`src/rtl/freq_m_pkg.sv`:
```
`default_nettype none
// ============================================================================
// freq_m_pkg : gate-select encoding, gate divisors and control states shared
//              by the multi-channel frequency meter.
// Rev 1.0
// ============================================================================
package freq_m_pkg;

  localparam logic [1:0] C_GATE_SEL_FULL   = 2'd0;
  localparam logic [1:0] C_GATE_SEL_DIV10  = 2'd1;
  localparam logic [1:0] C_GATE_SEL_DIV100 = 2'd2;
  localparam logic [1:0] C_GATE_SEL_RSVD   = 2'd3;

  localparam int unsigned C_GATE_DIV_FULL  = 1;
  localparam int unsigned C_GATE_DIV_10    = 10;
  localparam int unsigned C_GATE_DIV_100   = 100;

  typedef enum logic [0:0] {
    ST_IDLE = 1'b0,
    ST_RUN  = 1'b1
  } state_e;

  // A divided gate never shrinks below one cycle, so tiny GATE_CYCLES stay usable.
  function automatic int unsigned gate_len(input int unsigned base, input int unsigned div);
    return ((base / div) == 0) ? 1 : (base / div);
  endfunction

endpackage
`default_nettype wire

```
`src/rtl/freq_m_chan.sv`:
```
`default_nettype none
// ============================================================================
// freq_m_chan : one measured channel - synchroniser, rising-edge detect,
//               window edge counter and overflow flag.
// Optional macro FREQ_M_SATURATE_EN: counter holds all-ones instead of wrapping.
// Rev 1.0
// ============================================================================
module freq_m_chan #(
  parameter int CNT_W       = 32,
  parameter int SYNC_STAGES = 2
) (
  input  logic             clk_base,
  input  logic             rst_n,
  input  logic             sig_in,
  input  logic             clear,
  input  logic             count_en,
  output logic [CNT_W-1:0] cnt_upd,
  output logic             ovf_upd
);

  localparam logic [CNT_W-1:0] C_ONE = CNT_W'(1);

  logic [SYNC_STAGES-1:0] sync_q, sync_d;
  logic                   prev_q, prev_d;
  logic [CNT_W-1:0]       cnt_q, cnt_d;
  logic                   ovf_q, ovf_d;
  logic                   w_rise;
  logic                   w_inc;

  assign w_rise = sync_q[SYNC_STAGES-1] & ~prev_q;
  assign w_inc  = count_en & w_rise;

  // cnt_upd/ovf_upd include this cycle's edge so the top can latch them at the terminal edge.
  always_comb begin
    sync_d  = {sync_q[SYNC_STAGES-2:0], sig_in};
    prev_d  = sync_q[SYNC_STAGES-1];
    cnt_upd = cnt_q;
    if (w_inc) begin
`ifdef FREQ_M_SATURATE_EN
      if (!(&cnt_q)) begin
        cnt_upd = cnt_q + C_ONE;
      end
`else
      cnt_upd = cnt_q + C_ONE;
`endif
    end
    ovf_upd = ovf_q | (w_inc & (&cnt_q));
    cnt_d   = clear ? '0   : cnt_upd;
    ovf_d   = clear ? 1'b0 : ovf_upd;
  end

  always_ff @(posedge clk_base or negedge rst_n) begin
    if (!rst_n) begin
      sync_q <= '0;
      prev_q <= 1'b0;
      cnt_q  <= '0;
      ovf_q  <= 1'b0;
    end else begin
      sync_q <= sync_d;
      prev_q <= prev_d;
      cnt_q  <= cnt_d;
      ovf_q  <= ovf_d;
    end
  end

endmodule
`default_nettype wire

```
`src/rtl/freq_m_multi.sv`:
```
`default_nettype none
// ============================================================================
// freq_m_multi : multi-channel gated frequency meter; counts rising edges of
//                CH_NUM async inputs over a selectable gate and latches them.
// Optional macro FREQ_M_SATURATE_EN: channel counters saturate on overflow.
// Rev 1.0
// ============================================================================
module freq_m_multi
  import freq_m_pkg::*;
#(
  parameter int CH_NUM      = 4,
  parameter int CNT_W       = 32,
  parameter int GATE_CYCLES = 50_000_000,
  parameter int SYNC_STAGES = 2
) (
  input  logic                    clk_base,
  input  logic                    rst_n,
  input  logic                    en,
  input  logic [1:0]              gate_sel,
  input  logic [CH_NUM-1:0]       sig_in,
  output logic [CH_NUM*CNT_W-1:0] freq_out,
  output logic [CH_NUM-1:0]       ovf,
  output logic [1:0]              gate_used,
  output logic                    freq_valid
);

  localparam int GATE_W = (GATE_CYCLES > 1) ? $clog2(GATE_CYCLES) : 1;

  localparam logic [GATE_W-1:0] C_TERM_FULL  = GATE_W'(gate_len(GATE_CYCLES, C_GATE_DIV_FULL) - 1);
  localparam logic [GATE_W-1:0] C_TERM_DIV10 = GATE_W'(gate_len(GATE_CYCLES, C_GATE_DIV_10) - 1);
  localparam logic [GATE_W-1:0] C_TERM_DIV100 = GATE_W'(gate_len(GATE_CYCLES, C_GATE_DIV_100) - 1);
  localparam logic [GATE_W-1:0] C_GATE_ONE   = GATE_W'(1);

  state_e                    state_q, state_d;
  logic [GATE_W-1:0]         gate_cnt_q, gate_cnt_d;
  logic [1:0]                sel_q, sel_d;
  logic [CH_NUM*CNT_W-1:0]   freq_out_q, freq_out_d;
  logic [CH_NUM-1:0]         res_ovf_q, res_ovf_d;
  logic [1:0]                gate_used_q, gate_used_d;
  logic                      valid_q, valid_d;

  logic [GATE_W-1:0]         w_term_val;
  logic                      w_run;
  logic                      w_counting;
  logic                      w_terminal;
  logic                      w_clear;
  logic [CH_NUM*CNT_W-1:0]   w_cnt_upd;
  logic [CH_NUM-1:0]         w_ovf_upd;

  // Reserved select falls back to the full gate.
  always_comb begin
    case (sel_q)
      C_GATE_SEL_DIV10:  w_term_val = C_TERM_DIV10;
      C_GATE_SEL_DIV100: w_term_val = C_TERM_DIV100;
      default:           w_term_val = C_TERM_FULL;
    endcase
  end

  assign w_counting = (state_q == ST_RUN);
  assign w_run      = w_counting & en;
  assign w_terminal = w_run & (gate_cnt_q == w_term_val);
  // Counters restart on every window boundary and are held empty whenever not measuring.
  assign w_clear    = ~w_run | w_terminal;

  generate
    for (genvar k = 0; k < CH_NUM; k++) begin : g_chan
      freq_m_chan #(
        .CNT_W       (CNT_W),
        .SYNC_STAGES (SYNC_STAGES)
      ) u_chan (
        .clk_base (clk_base),
        .rst_n    (rst_n),
        .sig_in   (sig_in[k]),
        .clear    (w_clear),
        .count_en (w_counting),
        .cnt_upd  (w_cnt_upd[k*CNT_W +: CNT_W]),
        .ovf_upd  (w_ovf_upd[k])
      );
    end
  endgenerate

  always_comb begin
    state_d     = state_q;
    gate_cnt_d  = gate_cnt_q;
    sel_d       = sel_q;
    freq_out_d  = freq_out_q;
    res_ovf_d   = res_ovf_q;
    gate_used_d = gate_used_q;
    valid_d     = 1'b0;
    case (state_q)
      ST_IDLE: begin
        if (en) begin
          state_d    = ST_RUN;
          gate_cnt_d = '0;
          sel_d      = gate_sel;
        end
      end
      ST_RUN: begin
        if (!en) begin
          state_d    = ST_IDLE;
          gate_cnt_d = '0;
        end else if (w_terminal) begin
          gate_cnt_d  = '0;
          sel_d       = gate_sel;
          freq_out_d  = w_cnt_upd;
          res_ovf_d   = w_ovf_upd;
          gate_used_d = sel_q;
          valid_d     = 1'b1;
        end else begin
          gate_cnt_d = gate_cnt_q + C_GATE_ONE;
        end
      end
      default: state_d = ST_IDLE;
    endcase
  end

  always_ff @(posedge clk_base or negedge rst_n) begin
    if (!rst_n) begin
      state_q     <= ST_IDLE;
      gate_cnt_q  <= '0;
      sel_q       <= C_GATE_SEL_FULL;
      freq_out_q  <= '0;
      res_ovf_q   <= '0;
      gate_used_q <= 2'd0;
      valid_q     <= 1'b0;
    end else begin
      state_q     <= state_d;
      gate_cnt_q  <= gate_cnt_d;
      sel_q       <= sel_d;
      freq_out_q  <= freq_out_d;
      res_ovf_q   <= res_ovf_d;
      gate_used_q <= gate_used_d;
      valid_q     <= valid_d;
    end
  end

  assign freq_out   = freq_out_q;
  assign ovf        = res_ovf_q;
  assign gate_used  = gate_used_q;
  assign freq_valid = valid_q;

endmodule
`default_nettype wire

```
`config.mk`:
```
export PLATFORM = sky130hd
export DESIGN_NAME = freq_m_multi
export DESIGN_NICKNAME = d
export VERILOG_FILES = /design/src/rtl/freq_m_pkg.sv /design/src/rtl/freq_m_chan.sv /design/src/rtl/freq_m_multi.sv
export SDC_FILE = /design/constraint.sdc
export NUM_CORES = 1
export LEC_CHECK = 0
export CAP_MARGIN = 10
export CORE_MARGIN = 4
export CORE_UTILIZATION = 40
export DETAILED_ROUTE_END_ITERATION = 12
export SYNTH_ARGS = -nofsm -noshare
export SYNTH_HDL_FRONTEND = slang
export SYNTH_SLANG_ARGS = --single-unit
```
`constraint.sdc`:
```
create_clock -name clk_base -period 3.2 [get_ports clk_base]
set_input_delay 0.96 -clock clk_base [delete_from_list [all_inputs] [get_ports clk_base]]
set_output_delay 0.96 -clock clk_base [all_outputs]
set_load 0.1 [all_outputs]
```
Word-level counts from Yosys, hierarchy flattened
Index checks and enable logic that the tools add are counted.

Add/sub/neg operators: 5. Eq/ne operators: 6. Multiplexer cells: 25. Bitwise operators: 25. Reduce and logical (&&, ||, !) cells: 6.

Operators with widths (number): 32-bit 2-to-1 mux (8); 32-bit by 1-bit adder with 32-bit output (second input constant) (4); 32-bit AND reduction (4); 26-bit one-hot mux with 2 select lines (2); 26-bit 2-to-1 mux (3); 26-bit by 1-bit adder with 26-bit output (second input constant) (1); 26-bit equality test (1); 1-bit AND (14); 1-bit 2-to-1 mux (8); 2-bit 2-to-1 mux (3); 1-bit NOT (6); 3-bit AND reduction (2); 1-bit bitwise OR (5); 2-bit inequality test (second input constant) (2); 2-bit one-hot mux with 2 select lines (1); 2-bit by 1-bit equality test with 1-bit output (second input constant) (1); 2-bit equality test (second input constant) (1); 2-bit by 1-bit inequality test with 1-bit output (second input constant) (1).

Flip-flop bits (word level): 308. Input port bits: 9. Output and inout bits: 135. Word-level logic and storage cells: 90.

Depth between registers and ports, before layout
Gate-level depths: netlist (run 1).

Depth in word-level cells: 7. Gate-level depth with buffers: 10. Gate-level depth less buffers: 7.

Modules after synthesis
Synthesis (run 1) repeated with hierarchy kept, for this count alone.

Cell total of the unflattened synthesis: 1380. Area total of the unflattened synthesis: 15319.7 sq um.

By module, submodules not included: freq_m_chan (instances 4, cells an instance 216, area an instance 2077.0 sq um, sequential area each 900.9 sq um); freq_m_multi (instances 1, cells an instance 516, area an instance 7011.7 sq um, sequential area each 4103.9 sq um).

Least setup slack after synthesis (run 1)
Ideal clock, no wire load.

Kind: reg-to-reg. From: register sel_q[0]. To: register gate_cnt_q[4]. Setup time: 118 ps. Data arrival time: 2291 ps. Data required time: 3082 ps. Slack: 790 ps. Cell stages (with the launch flop): 9. Buffers on the path: 2. Period minus slack after synthesis: 2410 ps. Path through: dfrtp_1 > ha_1 > or4b_1 > a22o_1 > o41ai_2 > buf_4 > buf_6 > nor3_1 > a21o_1.

Cells in the longest elaborated chain, start to end: 7. Elaborated cells on any way between the ends: 8. Classes of those cells: eq/ne: 3; mux: 4; bitwise: 1.

Ends and longest elaborated chain: start, declared (RTL line freq_m_multi.sv:36) `logic [1:0] sel_q, sel_d;`; start signal, assigned (RTL line freq_m_multi.sv:129) `sel_q <= sel_d;`; 2-bit equality test / 2-bit by 1-bit equality test with 1-bit output (equally long branches) (RTL line freq_m_multi.sv:52) `case (sel_q)`; 26-bit one-hot mux with 2 select lines (*) (RTL line freq_m_multi.sv:52); 26-bit equality test (*) (RTL line freq_m_multi.sv:61) `assign w_terminal = w_run & (gate_cnt_q == w_term_val);`; 1-bit AND (*) (RTL line freq_m_multi.sv:61); 26-bit 2-to-1 mux (*) (RTL line freq_m_multi.sv:102) `end else if (w_terminal) begin`; 26-bit 2-to-1 mux (*) (RTL line freq_m_multi.sv:99) `if (!en) begin`; 26-bit one-hot mux with 2 select lines (*) (RTL line freq_m_multi.sv:90) `case (state_q)`; end signal, assigned (RTL line freq_m_multi.sv:128) `gate_cnt_q <= gate_cnt_d;`; end, declared (RTL line freq_m_multi.sv:35) `logic [GATE_W-1:0] gate_cnt_q, gate_cnt_d;`.

Mark *: on every way between the ends. The rest lies on a longest branch, timed or not. A chain may end at the register's enable or synchronous reset.

Final worst setup path (run 1)
From: register sel_q[1]. To: register g_chan[2].u_chan.cnt_q[9].

Cells in the longest elaborated chain, start to end: 6. Elaborated cells on any way between the ends: 7. Classes of those cells: eq/ne: 3; mux: 2; bitwise: 2.

Ends and longest elaborated chain: 2-bit equality test / 2-bit by 1-bit equality test with 1-bit output (equally long branches) (RTL line freq_m_multi.sv:52); 26-bit one-hot mux with 2 select lines (*) (RTL line freq_m_multi.sv:52); 26-bit equality test (*) (RTL line freq_m_multi.sv:61); 1-bit AND (*) (RTL line freq_m_multi.sv:61); 1-bit bitwise OR (*) (RTL line freq_m_multi.sv:63) `assign w_clear = ~w_run | w_terminal;`; 32-bit 2-to-1 mux (*) (RTL line freq_m_chan.sv:48) `cnt_d = clear ? '0 : cnt_upd;`; net g_chan[2].u_chan.cnt_d[9] (RTL line freq_m_chan.sv:25) `logic [CNT_W-1:0] cnt_q, cnt_d;`; end signal, assigned (RTL line freq_m_chan.sv:61) `cnt_q <= cnt_d;`; end, declared (RTL line freq_m_chan.sv:25).

Mark *: on every way through the listed nets, which the timed path passes. The rest lies on a longest branch.

==> results of run 1 <==
worst max-delay path: stages (launching register included):
cell and delay (ns):
dfrtp_1 0.40, inv_1 0.06, ha_1 0.27, or4b_1 0.57, a22o_1 0.29, o41ai_4 0.69
buf_4 0.46, nor2_1 0.10
worst min path at each step:
stage,endpoint,depth (start not counted),slack (ns)
after CTS,g_chan[2].u_chan.sync_q[1],0,0.35
after floorplan,g_chan[0].u_chan.sync_q[1],0,0.33
after detailed placement,g_chan[2].u_chan.sync_q[1],0,0.34
after global placement,g_chan[2].u_chan.sync_q[1],0,0.33
final,g_chan[2].u_chan.sync_q[1],0,0.35
after global routing,g_chan[2].u_chan.sync_q[1],0,0.37
registers in the layout, indices dropped and copies added (netlist names):
signal                count
gate_cnt_q               26
ovf                       4
freq_valid                1
g_chan.u_chan.ovf_q       4
state_q                   1
g_chan.u_chan.prev_q      4
gate_used                 2
g_chan.u_chan.cnt_q     128
g_chan.u_chan.sync_q      8
freq_out                128
sel_q                     2
cell families (layout without fill, tap and decap cells):
kind of cell               count (synthesis)  after routing  share of synthesized area (%)
buffers and inverters                    120            271                           3.96
DFF                                      308            308                           54.1
and+or+nand+nor                          521            521                           18.8
xor gates and xnor gates                 126            126                           7.75
AOI/OAI and AO/OA                        314            314                           14.0
muxes                                      9              9                          0.676
adders and majority gates                  7              7                          0.615
through the flow:
stage / utilization [%] / power [mW]
finish: 49.2 / 7.97
global route: 49.2 / 8.31
CTS: 49.0 / 8.11
detailed placement: 46.0 / 4.30
global placement: 46.0 / 4.30
floorplan: - / 4.14
area by class of cell:
cell class / count / area [um2]
clock buffers: 50 / 962
clock inverters: 9 / 98.8
fillers: 3182 / 17700
inverters: 20 / 75.1
multi-input cells: 977 / 6000
flip-flops and latches: 308 / 7710
well taps: 455 / 569
repair buffers: 192 / 1690
power by group:
group          internal [mW]  switching (mW)
Combinational         0.0854           0.211
Clock                   2.25            1.50
Sequential              3.91          0.0149
Total                   6.24            1.73
Yosys cell counts, types with 2 or more instances:
cell type,instances,share of area [%]
buf_1,2,0.053
or4_1,13,0.69
xor2_1,60,3.7
ha_1,7,0.61
mux2i_1,4,0.28
nor3b_1,2,0.11
o31ai_1,131,6.9
a21o_1,5,0.26
o311ai_0,3,0.18
buf_4,8,0.42
nand4b_1,4,0.25
nand2_1,74,2.0
inv_1,20,0.53
nor4_1,26,1.1
and4b_1,5,0.35
and3_1,23,1.0
nor2_1,160,4.2
buf_6,8,0.63
buf_2,19,0.67
nor4b_1,4,0.25
clkbuf_1,63,1.7
or3b_2,2,0.12
a31oi_1,3,0.13
mux2_2,5,0.40
xnor2_1,66,4.1
nand3b_1,5,0.26
dfrtp_1,308,54
o22ai_1,4,0.18
or2_2,2,0.088
o21ai_1,8,0.28
o21ai_0,135,4.7
nor3_1,32,1.1
o211ai_1,7,0.37
nand4bb_1,3,0.24
o21bai_1,2,0.11
nand3_1,66,2.3
a22o_1,4,0.25
or3_1,9,0.40
a21oi_1,7,0.25
and4_1,17,1.0
and2_1,14,0.61
nand4_1,56,2.5
metal layers:
metal	global-route usage, %	routed length [um]	part of all wire, %
met5	0	0	0
met2	27.1	15400	44
met4	3.80	625	1.8
met1	27.1	17000	49
met3	2.94	1630	4.7
==> out/qor.csv, run 1 <==
stage;metric;value;unit
synth;sequential area share after synthesis;54.1;%
synth;cell count after synthesis;1405;
critical_path;CP startpoint kind;register;
floorplan;IO Count;144;
finish;Inserted Diodes;0;
critical_path;Arrival @ worst endpoint;3.36;ns
sta;Final Max Tran Viols;0;
routing;vias per std cell;5.47;
finish;Finished Layout Cells;2011;
critical_path;Critical Path Fanout Max;33;
finish;layout cells sized above 1;15.7;%
sta;Min Hold Slack;0.348;ns
floorplan;Die W;197;um
routing;drt drc;0;
global_route;GR Util All Layers;17.8;%
placement;dpl cells;1947;
critical_path;RR Startpoint;sel_q[1];
synth;ys async rst share;100;%
global_route;gr ovfl total;0;
routing;WL per Instance;17.2;um
critical_path;CP required;3.57;ns
synth;Distinct cells, synth;51;
placement;placed cell area;16000;um2
sta;fin crit share;93.4;%
clock_tree;Num CTS Buffers;35;
critical_path;reg2reg setup slack;0.21;ns
sta;final clock skew;0.0127;ns
synth;Synth Warn #;0;
clock_tree;maximum clock path buffer count;3;
global_route;first-pass GRT wire length;57.9;mm
clock_tree;TritonCTS clock tree;yes;
pwr;Max VDD drop;0.000297;V
sta;Worst Tran Pin Value;0.704;ns
synth;Mapped Nets;1421;
pwr;Leakage;7.34;nW
sta;Rel. slew slack;52.9;%
clock_tree;Post-CTS Setup Repair Bufs;0;
global_route;largest net degree at the start of global routing;82;
synth;top_reg_cell synth;dfrtp_1;
sta;final worst slack;0.210;ns
worst_hold_path;Hold/Removal Path Class;register to register;
critical_path;r2r endpoint;g_chan[2].u_chan.cnt_q[9];
routing;DRT iter0 DRCs;717;
clock_tree;clk_lat worst skew;0.50;ns
routing;via count;11001;
routing;Routed Antenna Nets;0;
synth;Avg Inst Size Synth;10.1;um2
synth;EDFF count, synth;0;
finish;Layout Area Growth over Synthesis;20.1;%
critical_path;Worst setup EP type;register;
worst_hold_path;min-delay src;g_chan[2].u_chan.sync_q[0];
placement;post-placement worst setup slack;0.191;ns
routing;Routed WL;34.7;mm
floorplan;die area;38700;um2
sta;final setup fails;0;
critical_path;critical path class;register to register;
sta;TNS Setup;0;ns
clock_tree;CTS H-tree depth;2;
synth;area of the mapped netlist;14200;um2
finish;fin nets;1550;
clock_tree;CTS Hold Buffers Added;0;
sta;Final Hold Fails;0;
placement;Post-DP HPWL;24.3;mm
clock_tree;CTS sink count;308;
clock_tree;post-cts sizing count;0;
global_route;vias in the first global route;10650;
finish;leading cell type in the layout, fill and taps excluded;dfrtp_1;
floorplan;Placeable Area;34800;um2
outcome;status;completed;
critical_path;Worst Setup EP;g_chan[2].u_chan.cnt_q[9];
global_route;initial antenna violation count;0;
synth;Yosys reg bits;308;
clock_tree;root buf cell;clkbuf_16;
floorplan;Die Height;197;um
pwr;pwr dens;466;nW/um2
floorplan;FP Rows;68;
finish;most frequent cells in the layout;308 x dfrtp_1, 166 x buf_4, 160 x nor2_1;
routing;First-pass DRT Iterations;5;
sta;min cycle time layout;2.99;ns
sta;fmax;334;MHz
floorplan;Initial Util;40.9;%
job;max-cap violations;0;
clock_tree;clock-pin slew on the worst setup and hold paths;0.06;ns
placement;RePlAce Congestion;0.829;
sta;RSZ-0062 raised after global routing;false;
critical_path;Setup crit start;sel_q[1];
placement;I/O Buffers;143;
critical_path;Reg2Reg Depth;7;
finish;Finished Cell Area;17100;um2
No activity file was read; power rests on OpenSTA's default activity.
==> inputs of run 2 (changes only) <==
Clock period 3.2 ns to 3 ns, I/O delays scaled along.
==> run 2 against run 1 <==
Effect of this change:
- die area unchanged
- clock-buffer cell count decreased by 1
- combinational power increased by 6%
- sequential power increased by 6.6%
- critical path depth increased by 2
- sequential share of layout area decreased by 0.26 points
- register-to-register slack got worse by 0.099 ns
- routed wire length increased by 8.2%
- first-iteration DRC count increased by 8.6%
- critical endpoint is now gate_cnt_q[16]
- largest cell class unchanged
- largest power group is now the clock network
==> out/qor.csv, run 2 (synthesized netlist as in run 1, its figures left out) <==
stage;metric;value;unit;change
outcome;status;completed;;
pwr;Max VDD drop;0.000349;V;+17%
critical_path;Critical Path Fanout Max;52;;+58%
floorplan;die area;38700;um2;unchanged
sta;final worst slack;0.111;ns;-0.0987 ns
sta;final setup fails;0;;unchanged
clock_tree;clock-pin slew on the worst setup and hold paths;0.06;ns;about the same
pwr;Pint;7.00;mW;+12%
sta;fin crit share;96.3;%;+2.9 points
worst_hold_path;Hold/Removal Path Class;input pin to asynchronous set/reset pin;;
placement;dpl cells;1942;;-0.26%
finish;layout cells sized above 1;16.2;%;+0.42 points
clock_tree;CTS Hold Buffers Added;0;;unchanged
routing;drt drc;0;;unchanged
finish;fin nets;1546;;-0.26%
critical_path;slowest stage cell, crit path;a222oi_1;;
finish;Finished Layout Cells;2008;;-0.15%
floorplan;Placeable Area;34800;um2;unchanged
finish;Layout Area Growth over Synthesis;20.8;%;
finish;most frequent cells in the layout;308 x dfrtp_1, 165 x buf_4, 160 x nor2_1;;
routing;Routed Antenna Nets;0;;unchanged
clock_tree;Num CTS Buffers;35;;unchanged
clock_tree;clk_lat worst skew;0.52;ns;+0.02 ns
routing;Routed WL;37.5;mm;+8.2%
critical_path;Worst setup EP type;register;;
pwr;Clk pwr share;49.7;%;+2.7 points
critical_path;Arrival @ worst endpoint;3.25;ns;-0.11 ns
sta;Rel. slew slack;38.4;%;-14 points
clock_tree;CTS H-tree depth;2;;unchanged
sta;Final Hold Fails;0;;unchanged
critical_path;worst-path cell chain;inv_1, ha_2, or3b_2, a222oi_1, nand4bb_4, buf_12, clkbuf_16, nand4_1, o311ai_0;;
floorplan;IO Count;144;;unchanged
global_route;vias in the first global route;10666;;+0.15%
critical_path;CP required;3.36;ns;-0.21 ns
floorplan;Die Height;197;um;unchanged
placement;I/O Buffers;143;;unchanged
sta;Worst Tran Pin Value;0.924;ns;+0.220 ns
critical_path;CP startpoint kind;register;;
sta;Final Max Tran Viols;0;;unchanged
floorplan;Initial Util;40.9;%;unchanged
floorplan;FP Rows;68;;unchanged
finish;Inserted Diodes;0;;unchanged
pwr;sw frac;21.9;%;+0.17 points
floorplan;Die W;197;um;unchanged
critical_path;worst stage delay on the critical path;0.50;ns;-0.19 ns
global_route;gr ovfl total;0;;unchanged
global_route;largest net degree at the start of global routing;207;;+150%
routing;First-pass DRT Iterations;5;;unchanged
placement;RePlAce Congestion;0.827;;-0.24%
clock_tree;TritonCTS clock tree;yes;;
critical_path;critical path class;register to register;;
sta;RSZ-0062 raised after global routing;false;;
routing;vias per std cell;5.55;;+1.5%
sta;min cycle time layout;2.89;ns;-0.101 ns
pwr;logic gate share of total power;3.5;%;-0.2 points
finish;leading cell type in the layout, fill and taps excluded;dfrtp_1;;
clock_tree;root buf cell;clkbuf_16;;
placement;post-placement worst setup slack;0.132;ns;-0.0594 ns
sta;Min Hold Slack;0.351;ns;+0.00354 ns
global_route;GR Util All Layers;17.9;%;+0.088 points
job;max-cap violations;0;;unchanged
routing;via count;11150;;+1.4%
routing;DRT iter0 DRCs;779;;+8.6%
global_route;initial antenna violation count;0;;unchanged
sta;fmax;346;MHz;+3.5%
pwr;Leakage;7.38;nW;+0.49%
sta;TNS Setup;0;ns;unchanged
pwr;P_sw;1.96;mW;+13%
placement;Post-DP HPWL;23.8;mm;-2.2%
global_route;first-pass GRT wire length;58.2;mm;+0.43%
pwr;Seq pwr share;46.7;%;-2.5 points
routing;WL per Instance;18.7;um;+8.4%
pwr;pwr dens;521;nW/um2;+12%
clock_tree;CTS sink count;308;;unchanged
sta;final clock skew;0.0178;ns;+0.00514 ns
clock_tree;maximum clock path buffer count;3;;unchanged
-- run 2: changes by cell type in the layout (fill, tap and decap cells not counted), sizes merged --
cell	delta
bufinv	+2
clkinv	-2
clkinvlp	+2
clkbuf	+2
buf	-7
-- run 2: critical path, delay by kind of cell (launching register included) --
family,cells,cell delay (ns)
simple gates,3,0.85
buf+inv,3,0.52
flops,1,0.42
fa+ha+maj,1,0.26
compound gates,2,0.64
-- run 2: repair_timing --
action / CTS / global route
setup buffers: 0 / 1
hold endpoints to repair: 0 / 0
resized for setup: 0 / 16
endpoints found under the setup margin: 0 / 96
-- run 2: stage by stage --
stage | area (um2) | utilization [%] | power (mW)
floorplan | 14200 | - | 4.42
global placement | 15800 | 45.5 | 4.58
detailed placement | 15800 | 45.5 | 4.58
CTS | 17100 | 49.0 | 9.08
global route | 17200 | 49.5 | 9.29
finish | 17200 | 49.5 | 8.96
-- run 2: layer usage --
metal	share of wire (%)	vias up	GRT usage, %
met3	4.9	39	2.94
met4	1.4	0	3.49
met2	45	255	27.3
met5	0	-	0
li1	-	5338	-
met1	49	5518	27.4
-- run 2: area by class of cell --
| type | count | area (um2) |
|---|---|---|
| Tap cell | 455 | 569 |
| Sequential cell | 308 | 7710 |
| Fill cell | 3186 | 17600 |
| Inverter | 20 | 75.1 |
| Clock buffer | 49 | 1030 |
| Multi-Input combinational cell | 977 | 6020 |
| Timing Repair Buffer | 188 | 1630 |
| Clock inverter | 11 | 179 |
-- run 2: power by group through the flow --
| stage | Sequential (mW) | Clock, mW | Combinational, mW |
|---|---|---|---|
| 2_1_floorplan | 4.26 | 0 | 0.160 |
| 3_3_place_gp | 4.26 | 0 | 0.315 |
| 3_5_place_dp | 4.26 | 0 | 0.317 |
| 4_1_cts | 4.19 | 4.57 | 0.318 |
| 5_1_grt | 4.19 | 4.74 | 0.358 |
| 6_report | 4.19 | 4.46 | 0.316 |
-- run 2: worst paths after layout --
check	start	to	slack, ns	cells past startpoint
max	sel_q[0]	gate_cnt_q[16]	0.11	9
min	rst_n	freq_out[68]	0.35	1
max reg2reg	sel_q[0]	gate_cnt_q[16]	0.11	9
min reg2reg	g_chan[1].u_chan.sync_q[0]	g_chan[1].u_chan.sync_q[1]	0.35	0
max in group asynchronous	rst_n	freq_out[108]	1.73	2
min in group clk_base	g_chan[1].u_chan.sync_q[0]	g_chan[1].u_chan.sync_q[1]	0.35	0
==> inputs of run 3 (changes only) <==
Settings changed: ABC_AREA set to 1, CORE_UTILIZATION 40 to 30.
==> run 3 against run 2 <==
Effect of this change:
- synthesized area grew 7.6%
- global-route usage shrank 2.3 points
- register-to-register slack improved by 0.37 ns
- critical endpoint is now gate_cnt_q[21]
==> out/qor.csv, run 3 <==
stage;metric;value;unit;change
synth;Avg Inst Size Synth;7.62;um2;-25%
clock_tree;clk_lat worst skew;0.54;ns;+0.02 ns
critical_path;worst stage delay on the critical path;0.38;ns;-0.12 ns
synth;most frequent cell after synthesis;nand2_1;;
global_route;gr ovfl total;0;;unchanged
critical_path;most used cell, CP;nand2_1;;
synth;Yosys reg bits;308;;unchanged
synth;simple-gate share of the synthesized area;33.1;%;+14 points
clock_tree;TritonCTS clock tree;yes;;
clock_tree;CTS H-tree depth;2;;unchanged
critical_path;Worst setup EP type;register;;
synth;Synth Warn #;0;;unchanged
global_route;initial antenna violation count;0;;unchanged
job;max-cap violations;0;;unchanged
synth;commonest cells in the netlist;772 x nand2_1, 308 x dfrtp_1, 224 x nor2_1;;
synth;largest family of logic cells by synthesized area;simple AND/OR/NAND/NOR gates;;
critical_path;CP top delay family;simple AND/OR/NAND/NOR gates;;
routing;via count;13188;;+18%
outcome;status;completed;;
floorplan;Die W;234;um;+19%
clock_tree;clock-pin slew on the worst setup and hold paths;0.05;ns;about the same
sta;Final Hold Fails;0;;unchanged
placement;dpl cells;2795;;+44%
synth;Distinct cells, synth;32;;-37%
global_route;largest net degree at the start of global routing;86;;-58%
finish;Layout Area Growth over Synthesis;21.6;%;
routing;WL per Instance;14.8;um;-21%
sta;fmax;398;MHz;+15%
critical_path;Arrival @ worst endpoint;2.91;ns;-0.34 ns
synth;Synth Area in XOR/XNOR;3.94;%;-3.8 points
routing;vias per std cell;4.61;;-17%
sta;Final Max Tran Viols;0;;unchanged
pwr;pwr dens;509;nW/um2;-2.3%
critical_path;worst-path cell chain;inv_1, ha_1, inv_1, nand2_1, nand2_1, nand2_1, inv_1, nand2_1, nor2_1, nand2_1, nand2_4, buf_12, o21ai_0;;
clock_tree;CTS sink count;308;;unchanged
finish;leading cell type in the layout, fill and taps excluded;nand2_1;;
sta;final clock skew;0.0114;ns;-0.00638 ns
sta;final setup fails;0;;unchanged
placement;I/O Buffers;143;;unchanged
floorplan;IO Count;144;;unchanged
synth;top_reg_cell synth;dfrtp_1;;
sta;fin crit share;83.8;%;-12 points
critical_path;CP required;3.40;ns;+0.04 ns
critical_path;Critical Path Fanout Max;85;;+63%
synth;post-synthesis mux area share;0;%;-0.68 points
clock_tree;Num CTS Buffers;38;;+8.6%
finish;Inserted Diodes;0;;unchanged
clock_tree;post-cts sizing count;0;;unchanged
sta;Worst Tran Pin Value;0.729;ns;-0.195 ns
floorplan;Initial Util;30.4;%;-11 points
pwr;total power draw;9.48;mW;+5.8%
finish;layout cells sized above 1;11.2;%;-5.0 points
routing;drt drc;0;;unchanged
synth;Synth Area in Compound Gates;5.36;%;-8.7 points
routing;First-pass DRT Iterations;7;;+2
routing;Routed WL;42.5;mm;+13%
finish;Finished Cell Area;18600;um2;+8.3%
pwr;Max VDD drop;0.000317;V;-9.0%
floorplan;die area;54800;um2;+42%
placement;Post-DP HPWL;30.7;mm;+29%
clock_tree;Post-CTS Setup Repair Bufs;0;;unchanged
worst_hold_path;Hold/Removal Path Class;input pin to asynchronous set/reset pin;;
global_route;vias in the first global route;13288;;+25%
critical_path;CP startpoint kind;register;;
synth;sequential area share after synthesis;50.3;%;-3.8 points
critical_path;slowest stage cell, crit path;buf_12;;
global_route;first-pass GRT wire length;69.7;mm;+20%
synth;cell count after synthesis;2010;;+43%
synth;Mapped Nets;2026;;+43%
placement;placed cell area;17200;um2;+8.8%
finish;Finished Layout Cells;2863;;+43%
sta;RSZ-0062 raised after global routing;false;;
synth;Yosys top cell by area;dfrtp_1;;
sta;Rel. slew slack;51.0;%;+13 points
synth;largest cells by area after synthesis;dfrtp_1 50%, nand2_1 19%, nor2_1 5.5%;;
floorplan;Placeable Area;50400;um2;+45%
synth;EDFF count, synth;0;;unchanged
routing;DRT iter0 DRCs;693;;-11%
clock_tree;CTS Hold Buffers Added;0;;unchanged
finish;most frequent cells in the layout;772 x nand2_1, 308 x dfrtp_1, 224 x nor2_1;;
global_route;GR Util All Layers;15.7;%;-2.3 points
pwr;Leakage;8.81;nW;+19%
synth;area of the mapped netlist;15300;um2;+7.6%
synth;Synth Area in Adders;0.572;%;-0.043 points
floorplan;FP Rows;82;;+21%
clock_tree;maximum clock path buffer count;3;;unchanged
critical_path;critical path class;register to register;;
synth;ys async rst share;100;%;unchanged
routing;Routed Antenna Nets;0;;unchanged
clock_tree;root buf cell;clkbuf_16;;
floorplan;Die Height;234;um;+19%
sta;TNS Setup;0;ns;unchanged
synth;Synth top area share;50.3;%;-3.8 points
sta;min cycle time layout;2.51;ns;-0.374 ns
critical_path;WP buf/inv;4;;+1
placement;RePlAce Congestion;0.910;;+10%
sta;Min Hold Slack;0.287;ns;-0.0640 ns
finish;fin nets;2179;;+41%
==> run 3: cell count changes after synthesis, sizes merged, moves of 21 or more <==
| cell | previous run | this run |
|---|---|---|
| nor2 | 161 | 238 |
| xnor2 | 66 | 29 |
| nand2 | 74 | 773 |
| a21oi | 7 | 61 |
| nand3 | 66 | 100 |
| clkbuf | 63 | 6 |
| inv | 20 | 193 |
| o31ai | 131 | 0 |
| and3 | 23 | 2 |
| nor4 | 26 | 0 |
| o21ai | 143 | 84 |
==> run 3: cell type report <==
type	count	area [um2]
inverters	194	728
well taps	672	841
multi-input cells	1459	6600
clock inverters	17	250
clock buffers	51	1140
flip-flops and latches	308	7710
fillers	5251	31700
repair buffers	162	1370
==> run 3: where the power goes <==
group          internal, mW  switching, mW  leakage (nW)  total [mW]
clock network          3.19           1.86         0.682        5.05
logic                0.0556          0.186          3.85       0.241
registers              4.17         0.0133          4.27        4.18
==> run 3: per-layer routing <==
layer	up-vias	GRT usage (%)	wire length [um]
li1	6611	-	-
met1	6243	21.4	19900
met2	259	24.7	19100
met3	75	4.09	2490
met4	0	4.31	995
met5	-	0	0
==> run 3: kinds of logic after synthesis <==
| group | after synthesis |
|---|---|
| and+or+nand+nor | 1223 |
| AOI/OAI and AO/OA | 160 |
| xor gates and xnor gates | 69 |
| buffers and inverters | 243 |
| DFF | 308 |
| adders and majority gates | 7 |
==> run 3: final timing paths <==
check | cells past startpoint | endpoint | slack [ns] | start
max in group asynchronous | 2 | freq_out[55] | 1.92 | rst_n
max | 13 | gate_cnt_q[21] | 0.49 | sel_q[0]
min in group clk_base | 0 | g_chan[3].u_chan.sync_q[1] | 0.35 | g_chan[3].u_chan.sync_q[0]
min | 1 | g_chan[0].u_chan.cnt_q[29] | 0.29 | rst_n
min reg2reg | 0 | g_chan[3].u_chan.sync_q[1] | 0.35 | g_chan[3].u_chan.sync_q[0]
max reg2reg | 13 | gate_cnt_q[21] | 0.49 | sel_q[0]
==> run 3: through the flow <==
step / worst slack [ns] / utilization [%]
2_1_floorplan: 1.12 / -
4_1_cts: 0.494 / 37.0
6_report: 0.485 / 37.0
5_1_grt: 0.272 / 37.0
3_3_place_gp: 0.447 / 34.2
3_5_place_dp: 0.414 / 34.2
